File: config.mk
export PLATFORM = sky130hd
export DESIGN_NAME = issue_queue_flat
export DESIGN_NICKNAME = d
export VERILOG_FILES = /design/src/rtl/issue_queue_if.sv /design/src/rtl/issue_queue.sv /design/src/flat_wrapper.sv
export SDC_FILE = /design/constraint.sdc
export NUM_CORES = 2
export LEC_CHECK = 0
export BUFFER_PORTS_ARGS = -buffer_cell sky130_fd_sc_hd__buf_2
export CAP_MARGIN = 40
export CORE_ASPECT_RATIO = 1.4
export CORE_MARGIN = 8
export CORE_UTILIZATION = 50
export DETAILED_ROUTE_END_ITERATION = 16
export GPL_ROUTABILITY_DRIVEN = 0
export HOLD_SLACK_MARGIN = 0.15
export PLACE_DENSITY_LB_ADDON = 0.15
export SKIP_LAST_GASP = 1
export SYNTH_ARGS = -nofsm -noshare
export SYNTH_HDL_FRONTEND = slang
export SYNTH_SLANG_ARGS = --single-unit
File: constraint.sdc
create_clock -name clk -period 45.5 [get_ports clk]
set_input_delay 2.275 -clock clk [delete_from_list [all_inputs] [get_ports clk]]
set_output_delay 2.275 -clock clk [all_outputs]
set_load 0.005 [all_outputs]
File: src/rtl/issue_queue_if.sv
// Producer/consumer bundle of the id1 -> issue instruction queue.
// master drives pushes and pop count (id1 + issue side); slave is the queue itself.
interface issue_queue_if #(
  parameter int DEPTH = 8,
  parameter int WIDTH = 211,
  parameter int CNT_W = $clog2(DEPTH) + 1
);
  logic             push0_valid;
  logic [WIDTH-1:0] push0_data;
  logic             push1_valid;
  logic [WIDTH-1:0] push1_data;
  logic             full;
  logic [1:0]       pop_cnt;
  logic             head0_valid;
  logic [WIDTH-1:0] head0_data;
  logic             head1_valid;
  logic [WIDTH-1:0] head1_data;
  logic [CNT_W-1:0] count;

  modport master (
    output push0_valid, push0_data, push1_valid, push1_data, pop_cnt,
    input  full, head0_valid, head0_data, head1_valid, head1_data, count
  );

  modport slave (
    input  push0_valid, push0_data, push1_valid, push1_data, pop_cnt,
    output full, head0_valid, head0_data, head1_valid, head1_data, count
  );
endinterface

File: src/rtl/issue_queue.sv
// Dual-push / dual-head instruction queue between id1 and issue.
// Define ISSUE_QUEUE_HWM_EN to add the hwm (occupancy high-water-mark) output.
module issue_queue #(
  parameter int DEPTH = 8,
  parameter int WIDTH = 211,
  parameter int CNT_W = $clog2(DEPTH) + 1
) (
  input  logic         clk,
  input  logic         rst,
  input  logic         flush,
  input  logic         exception_flush,
  input  logic         stall,
  issue_queue_if.slave q
`ifdef ISSUE_QUEUE_HWM_EN
  ,
  output logic [CNT_W-1:0] hwm
`endif
);
  localparam int PTR_W = $clog2(DEPTH);

  logic [WIDTH-1:0] mem [DEPTH];
  logic [PTR_W-1:0] rd_ptr, wr_ptr;
  logic [CNT_W-1:0] count, count_next;
  logic [PTR_W-1:0] rd_ptr1, wr_ptr1;
  logic             clear, hold, full;
  logic [1:0]       push_n, pop_req, pop_eff;
  logic [WIDTH-1:0] wr_data0;

  assign rd_ptr1 = rd_ptr + PTR_W'(1);
  assign wr_ptr1 = wr_ptr + PTR_W'(1);

  // A stalled branch flush is held off entirely; upstream repeats it later.
  assign clear = rst | exception_flush | (flush & ~stall);
  assign hold  = flush & stall;
  assign full  = count > CNT_W'(DEPTH - 2);

  // NOTE: every always_comb output gets a default first so no latch is inferred.
  always_comb begin
    push_n   = 2'd0;
    wr_data0 = q.push0_data;
    if (!clear && !hold && !full) begin
      unique case ({q.push0_valid, q.push1_valid})
        2'b11:   push_n = 2'd2;
        2'b10:   push_n = 2'd1;
        2'b01: begin
          push_n   = 2'd1;
          wr_data0 = q.push1_data;
        end
        default: push_n = 2'd0;
      endcase
    end
  end

  always_comb begin
    pop_req = (q.pop_cnt == 2'd0) ? 2'd0 : (q.pop_cnt == 2'd1) ? 2'd1 : 2'd2;
    pop_eff = 2'd0;
    if (!stall && !clear && !hold)
      pop_eff = (count < CNT_W'(pop_req)) ? count[1:0] : pop_req;
    count_next = clear ? '0 : count + CNT_W'(push_n) - CNT_W'(pop_eff);
  end

  // NOTE: sequential state uses non-blocking assignments so all registers update together.
  always_ff @(posedge clk) begin
    if (clear) begin
      rd_ptr <= '0;
      wr_ptr <= '0;
      count  <= '0;
    end else begin
      rd_ptr <= rd_ptr + PTR_W'(pop_eff);
      wr_ptr <= wr_ptr + PTR_W'(push_n);
      count  <= count_next;
    end
  end

  // NOTE: storage is deliberately not reset; count/valid gating hides stale entries.
  always_ff @(posedge clk) begin
    if (push_n != 2'd0) mem[wr_ptr]  <= wr_data0;
    if (push_n == 2'd2) mem[wr_ptr1] <= q.push1_data;
  end

`ifdef ISSUE_QUEUE_HWM_EN
  always_ff @(posedge clk) begin
    if (rst)                   hwm <= '0;
    else if (count_next > hwm) hwm <= count_next;
  end
`endif

  always_comb begin
    q.full        = full;
    q.count       = count;
    q.head0_valid = count >= CNT_W'(1);
    q.head1_valid = count >= CNT_W'(2);
    q.head0_data  = q.head0_valid ? mem[rd_ptr]  : '0;
    q.head1_data  = q.head1_valid ? mem[rd_ptr1] : '0;
  end

  // Producer must honour full; the dropped push is flagged in simulation only.
  always_ff @(posedge clk) begin
    if (!rst && !clear)
      assert (!(full && (q.push0_valid || q.push1_valid)))
        else $warning("issue_queue: push while full dropped");
  end
endmodule

File: src/flat_wrapper.sv
// flat-port wrapper written by rule: the top's interface ports become plain ports
module issue_queue_flat 
#(
  parameter int DEPTH = 8,
  parameter int WIDTH = 211,
  parameter int CNT_W = $clog2(DEPTH) + 1
)
  (clk, rst, flush, exception_flush, stall, q_push0_valid, q_push0_data, q_push1_valid, q_push1_data, q_pop_cnt, q_full, q_head0_valid, q_head0_data, q_head1_valid, q_head1_data, q_count);
  issue_queue_if #(.DEPTH(DEPTH), .WIDTH(WIDTH), .CNT_W(CNT_W)) q_i ();
  input  logic clk;
  input  logic rst;
  input  logic flush;
  input  logic exception_flush;
  input  logic stall;
  input wire logic [$bits(q_i.push0_valid)-1:0] q_push0_valid;
  input wire logic [$bits(q_i.push0_data)-1:0] q_push0_data;
  input wire logic [$bits(q_i.push1_valid)-1:0] q_push1_valid;
  input wire logic [$bits(q_i.push1_data)-1:0] q_push1_data;
  input wire logic [$bits(q_i.pop_cnt)-1:0] q_pop_cnt;
  output wire logic [$bits(q_i.full)-1:0] q_full;
  output wire logic [$bits(q_i.head0_valid)-1:0] q_head0_valid;
  output wire logic [$bits(q_i.head0_data)-1:0] q_head0_data;
  output wire logic [$bits(q_i.head1_valid)-1:0] q_head1_valid;
  output wire logic [$bits(q_i.head1_data)-1:0] q_head1_data;
  output wire logic [$bits(q_i.count)-1:0] q_count;
  assign q_i.push0_valid = q_push0_valid;
  assign q_i.push0_data = q_push0_data;
  assign q_i.push1_valid = q_push1_valid;
  assign q_i.push1_data = q_push1_data;
  assign q_i.pop_cnt = q_pop_cnt;
  assign q_full = q_i.full;
  assign q_head0_valid = q_i.head0_valid;
  assign q_head0_data = q_i.head0_data;
  assign q_head1_valid = q_i.head1_valid;
  assign q_head1_data = q_i.head1_data;
  assign q_count = q_i.count;
  issue_queue #(.DEPTH(DEPTH), .WIDTH(WIDTH), .CNT_W(CNT_W)) u_core (.clk(clk), .rst(rst), .flush(flush), .exception_flush(exception_flush), .stall(stall), .q(q_i));
endmodule
# Word-level counts from Yosys, hierarchy flattened
# Memories as Yosys holds them, arrays and structs flattened. A register that Yosys moved wholly into a read port is not among the register bits.
# Index checks and enable logic that the tools add are counted.
dict set report word_totals {
  reg_bits 10
  wordCells 50
  mem_count 1
  out_inout_bits 429
  ram_bits 1688
}
dict set report classes {
  addsub 6
  mux 15
  reduce_logical 11
  eq_ne 5
  bitwise_logic 5
  magnitude_cmp 4
}
# memory words width read_ports rd_clocked_by_memory_dff write_ports line
set memory_table {}
lappend memory_table {u_core.mem 8 211 2 1 2 issue_queue.sv:21} ;# logic [WIDTH-1:0] mem [DEPTH];
# cell count
set op_table {}
lappend op_table {{211-bit two-way mux} 4}
lappend op_table {{2-bit two-way mux} 5}
lappend op_table {{3-bit by 1-bit adder with 3-bit output, second input constant} 2}
lappend op_table {{3-bit by 2-bit adder with 3-bit output} 2}
lappend op_table {{2-bit == test, second input constant} 3}
lappend op_table {{4-bit by 2-bit adder with 4-bit output} 1}
lappend op_table {{2-bit by 1-bit == test with 1-bit output, second input constant} 2}
lappend op_table {{4-bit by 1-bit greater-or-equal comparator with 1-bit output, second input constant} 1}
lappend op_table {{4-bit by 2-bit greater-or-equal comparator with 1-bit output, second input constant} 1}
lappend op_table {{4-bit by 3-bit > comparator with 1-bit output, second input constant} 1}
lappend op_table {{1-bit logical AND} 4}
lappend op_table {{1-bit zero test} 4}
lappend op_table {{4-bit by 2-bit less-than comparator with 1-bit output} 1}
lappend op_table {{1-bit two-way mux} 4}
lappend op_table {{2-bit case mux with 2 select lines} 1}
lappend op_table {{4-bit by 2-bit subtractor with 4-bit output} 1}
lappend op_table {{3-bit two-way mux} 1}
lappend op_table {{1-bit AND} 2}
lappend op_table {{2-bit zero test} 1}
lappend op_table {{1-bit bitwise OR} 2}
lappend op_table {{2-bit nonzero test} 1}
lappend op_table {{2-bit OR reduction} 1}
lappend op_table {{1-bit NOT} 1}

# Depth between registers and ports, before layout
dict set report logic_depth {
  depth_word 10
  ltp_mapped 13
}

# Worst setup path after synthesis
# Ideal clock, no wire load.
dict set report synth_timing {
  path_kind {input-to-reg}
  startpoint {input exception_flush}
  endpoint {memory u_core.mem[2][0] (enable)}
  slack_ns 26.104
  arrival_ns 18.305
  required_time_ns 44.409
  n_path_buf 0
  stages 4
  path_cell_list {nor3_2 > and3_1 > nand3_1 > o31ai_1}
}
# item line
set synth_lines {}
lappend synth_lines {{start, declared} flat_wrapper.sv:13} ;# input logic exception_flush;
lappend synth_lines {{end, declared} issue_queue.sv:21}

# Worst setup path in the final report
dict set report layout_timing {
  startpoint {register u_core.rd_ptr[0]}
  endpoint {output q_head1_data[104]}
}
dict set report layout_between {
  elab_chain_cells 3
}
# item line
set layout_lines {}
lappend layout_lines {{start, declared} issue_queue.sv:22} ;# logic [PTR_W-1:0] rd_ptr, wr_ptr;
lappend layout_lines {{start signal, assigned} issue_queue.sv:69} ;# rd_ptr <= rd_ptr + PTR_W'(pop_eff);
lappend layout_lines {{3-bit by 1-bit adder with 3-bit output} issue_queue.sv:29} ;# assign rd_ptr1 = rd_ptr + PTR_W'(1);
lappend layout_lines {{memory read 8 x 211 bit} --}
lappend layout_lines {{211-bit two-way mux} issue_queue.sv:94} ;# q.head1_data = q.head1_valid ? mem[rd_ptr1] : '0;
lappend layout_lines {{end, declared} flat_wrapper.sv:24} ;# output wire logic [$bits(q_i.head1_data)-1:0] q_head1_data;
# Every way passes these cells.

==> run_results.csv <==
group,metric,value,unit
outcome,status,"complete, no violations",
floorplan,initial_core_util,0.502,
detailed_routing,wl_per_cell,39.0,um
setup_path,crit_type,"reg2out",
final_layout,fin_util,0.562,
pwr,p_int,2.67,mW
final_layout,nets,7300,
floorplan,die_h,537,um
setup_path,crit_family,"buffers and inverters",
final_layout,drive_gt1_frac,0.310,
pwr,power_frac_seq,0.502,
setup_path,crit_chain,"buf_4 -> buf_4 -> buf_4 -> buf_4 -> buf_16 -> mux4_2 -> nand2_1 -> a21oi_1 -> buf_2",
logic_synthesis,synth.yosys.seq_area_share,0.525,
final_layout,layout_common_cells,"a22o_1 (1,688), edfxtp_1 (1,688), buf_2 (860)",
floorplan,core_area,193000,um2
run,maxCapViolations,0,
setup_path,r2r_end,"u_core.mem[2][109]$_DFFE_PP_",
setup_path,crit_path_end,"q_head1_data[104]",
setup_path,arrival,5.98,ns
setup_path,cp_slowest_stage_delay,0.89,ns
setup_path,r2r_setup_slack,39.71,ns
detailed_routing,avgViaCountPerCell,7.52,
hold_path,hp-class,"reg2reg",
logic_synthesis,yosysWarnings,0,
clock_tree,cts_buffer_depth,4,
floorplan,fp.dieArea,209000,um2
timing,max_freq,0.121,GHz
pwr,p_leak,36.5,nW
floorplan,placementRows,191,
setup_path,slowest_stage,"dfxtp_4",
timing,hold_violations,0,
clock_tree,cts_root_buf,"clkbuf_16",
final_layout,area_delta_synth_final,11.8,%
place,dp_cells,9177,
pwr,power.density,31.9,nW/um2
setup_path,end_kind,"output port",
logic_synthesis,ys_ff_latch,1698,
detailed_routing,drc_errors,0,
clock_tree,cts_resized,0,
timing,slew_headroom,0.287,
setup_path,cp_max_fo,53,
clock_tree,hold_buffers,0,
timing,setup_tns,0,ns
logic_synthesis,synthesis.area,97000,um2
clock_tree,cts.reportedPaths.clkPinSlew,0.07,ns
grt,grt_max_degree,152,
timing,rsz0062_at_grt,"false",
pwr,ir_drop,0.0315,mV
grt,antenna_found_initial,109,
final_layout,fillCellCount,15457,
setup_path,cp.depth,9,
setup_path,r2r-start,"u_core.wr_ptr[0]$_SDFF_PP0_",
setup_path,crit_path_frequent_cell,"buf_4",
clock_tree,clk_latency,0.84,ns
pwr,p_comb_frac,0.080,
logic_synthesis,synthAdderAreaFrac,0.00250,
setup_path,worstRegToRegCells,9,
pwr,power.net_switching,0.792,mW
pwr,clkPwrFrac,0.419,
final_layout,fin_cells,9560,
place,io_buffer_count,859,
setup_path,crit_required,43.22,ns
logic_synthesis,synthXorXnorAreaFrac,0.000722,
grt,grt_pass1_wl,521000,um
timing,setup_viol,0,
timing,finalCritPeriodShare,0.181,
clock_tree,htreeDepth,4,
logic_synthesis,synthDistinctLibCells,38,
detailed_routing,drt-total-wl,373000,um
setup_path,worstPathBufferInverterCount,6,
timing,min_period,8.26,ns
logic_synthesis,syn_inst,6739,
clock_tree,tritoncts,"done",
logic_synthesis,yosys.area_share.simple,0.0412,
setup_path,startpoint,"u_core.rd_ptr[0]$_SDFF_PP0_",
logic_synthesis,syn_area_per_cell,14.4,um2
place,dp_slack,37.97,ns
timing,timing.final.ws_setup,37.24,ns
place,detailed_place_hpwl,212000,um
clock_tree,cts_made_buffers,180,
detailed_routing,drtAntennaViolNets,0,
timing,skew,0.0451,ns
floorplan,ios,860,
pwr,total_power,3.46,mW
logic_synthesis,synth-compound-area-share,0.165,
detailed_routing,dr.pass1.iters,6,
pwr,swShare,0.229,
setup_path,crit_path_start_kind,"register",
grt,track_usage,0.342,
grt,gr-total-overflow,0,
clock_tree,cts_setup_buffers,0,
logic_synthesis,synth_top_family_by_area,"multiplexers",
grt,grt_pass1_vias,71563,
timing,maxSlewViolCount,0,
floorplan,fp.dieW,388,um
detailed_routing,vias,71882,
timing,worstMarginPinSlew,1.07,ns
logic_synthesis,synth.net_count,7187,
clock_tree,clock-sinks,1698,
detailed_routing,first_iter_violations,8787,
logic_synthesis,muxShareOfSynthArea,0.218,
## cells by family after synthesis
logic type                 after synthesis
adders and majority gates               17
and+or+nand+nor                        898
xor gates and xnor gates                 8
muxes                                 1057
DFF                                   1698
AOI/OAI and AO/OA                     1921
buffers and inverters                 1140
## flip-flops by register name, indices dropped and copies added, names as in the netlist
name / count
u_core.rd_ptr: 3
u_core.mem: 1688
u_core.wr_ptr: 3
u_core.q.count: 4
## area by class of cell
cell class	instances	area, um2	area share
Antenna cell	71	178	0.00164
Clock inverter	84	848	0.00782
Timing Repair Buffer	1055	6870	0.0634
Tap cell	2509	3140	0.0289
Inverter	16	60.1	0.000554
Sequential cell	1698	50900	0.469
Multi-Input combinational cell	3901	41800	0.385
Clock buffer	226	4700	0.0433
## metal layers
metal,vias up,global-route usage,share of wire
met5,-,0,0.0015
met4,84,0.115,0.036
met3,955,0.122,0.14
met2,5580,0.532,0.46
met1,37503,0.449,0.36
li1,27760,-,-
## power groups by stage
stage	registers [mW]	logic, mW	clock network [mW]
floorplan	1.77	0.177	0
global placement	1.77	0.263	0
detailed placement	1.77	0.269	0
CTS	1.74	0.270	1.46
global route	1.74	0.291	1.51
finish	1.74	0.275	1.45
## worst min path at each step
stage | startpoint | end | depth (start not counted)
after floorplan | u_core.rd_ptr[0]$_SDFF_PP0_ | u_core.rd_ptr[0]$_SDFF_PP0_ | 2
after global placement | u_core.q.count[3]$_SDFF_PP0_ | u_core.q.count[3]$_SDFF_PP0_ | 4
after detailed placement | u_core.q.count[3]$_SDFF_PP0_ | u_core.q.count[3]$_SDFF_PP0_ | 4
after CTS | u_core.q.count[3]$_SDFF_PP0_ | u_core.q.count[3]$_SDFF_PP0_ | 4
after global routing | u_core.q.count[3]$_SDFF_PP0_ | u_core.q.count[3]$_SDFF_PP0_ | 4
final | u_core.q.count[3]$_SDFF_PP0_ | u_core.q.count[3]$_SDFF_PP0_ | 4
## worst min-delay path: cells and delay by family (launching register included)
family                   cells  cell delay, ns
XOR/XNOR                     1            0.07
adder cells (fa/ha/maj)      1            0.13
AND/OR/NAND/NOR              1            0.07
buffers and inverters        1            0.07
flip-flops                   1            0.32
## through the flow
stage                     hold slack [ns]  instance area, um2
final                               0.697              108000
after global routing                0.756              108000
after CTS                           0.706              108000
after detailed placement            0.688              103000
after global placement              0.674              102000
after floorplan                     0.575               97000
## synthesized netlist by cell type, drive strengths merged
cell	number	share of area
a22o	1688	0.15
edfxtp	1688	0.52
mux4	844	0.20
buf	685	0.031
clkbuf	439	0.017
nand2	428	0.017
nor2	219	0.0085
and2	216	0.014
a21oi	213	0.011
mux2i	213	0.022
inv	16	0.00062
o21ai	15	0.00085
nand3	14	0.00072
ha	13	0.0017
dfxtp	10	0.0021
nor3	5	0.00031
xnor2	5	0.00045
fa	4	0.00083
nand2b	4	0.00026
and3	3	0.00019
xor2	3	0.00027
nor2b	2	0.00013
o31ai	2	0.00015
or3	2	0.00013
a21bo	1	0.00010
a21o	1	0.000077
and4b	1	0.00010
nand4	1	0.000065
nor4bb	1	0.00010
o21a	1	0.000077
or3b	1	0.000090
or4	1	0.00012
(Power assumes the default switching activity.)
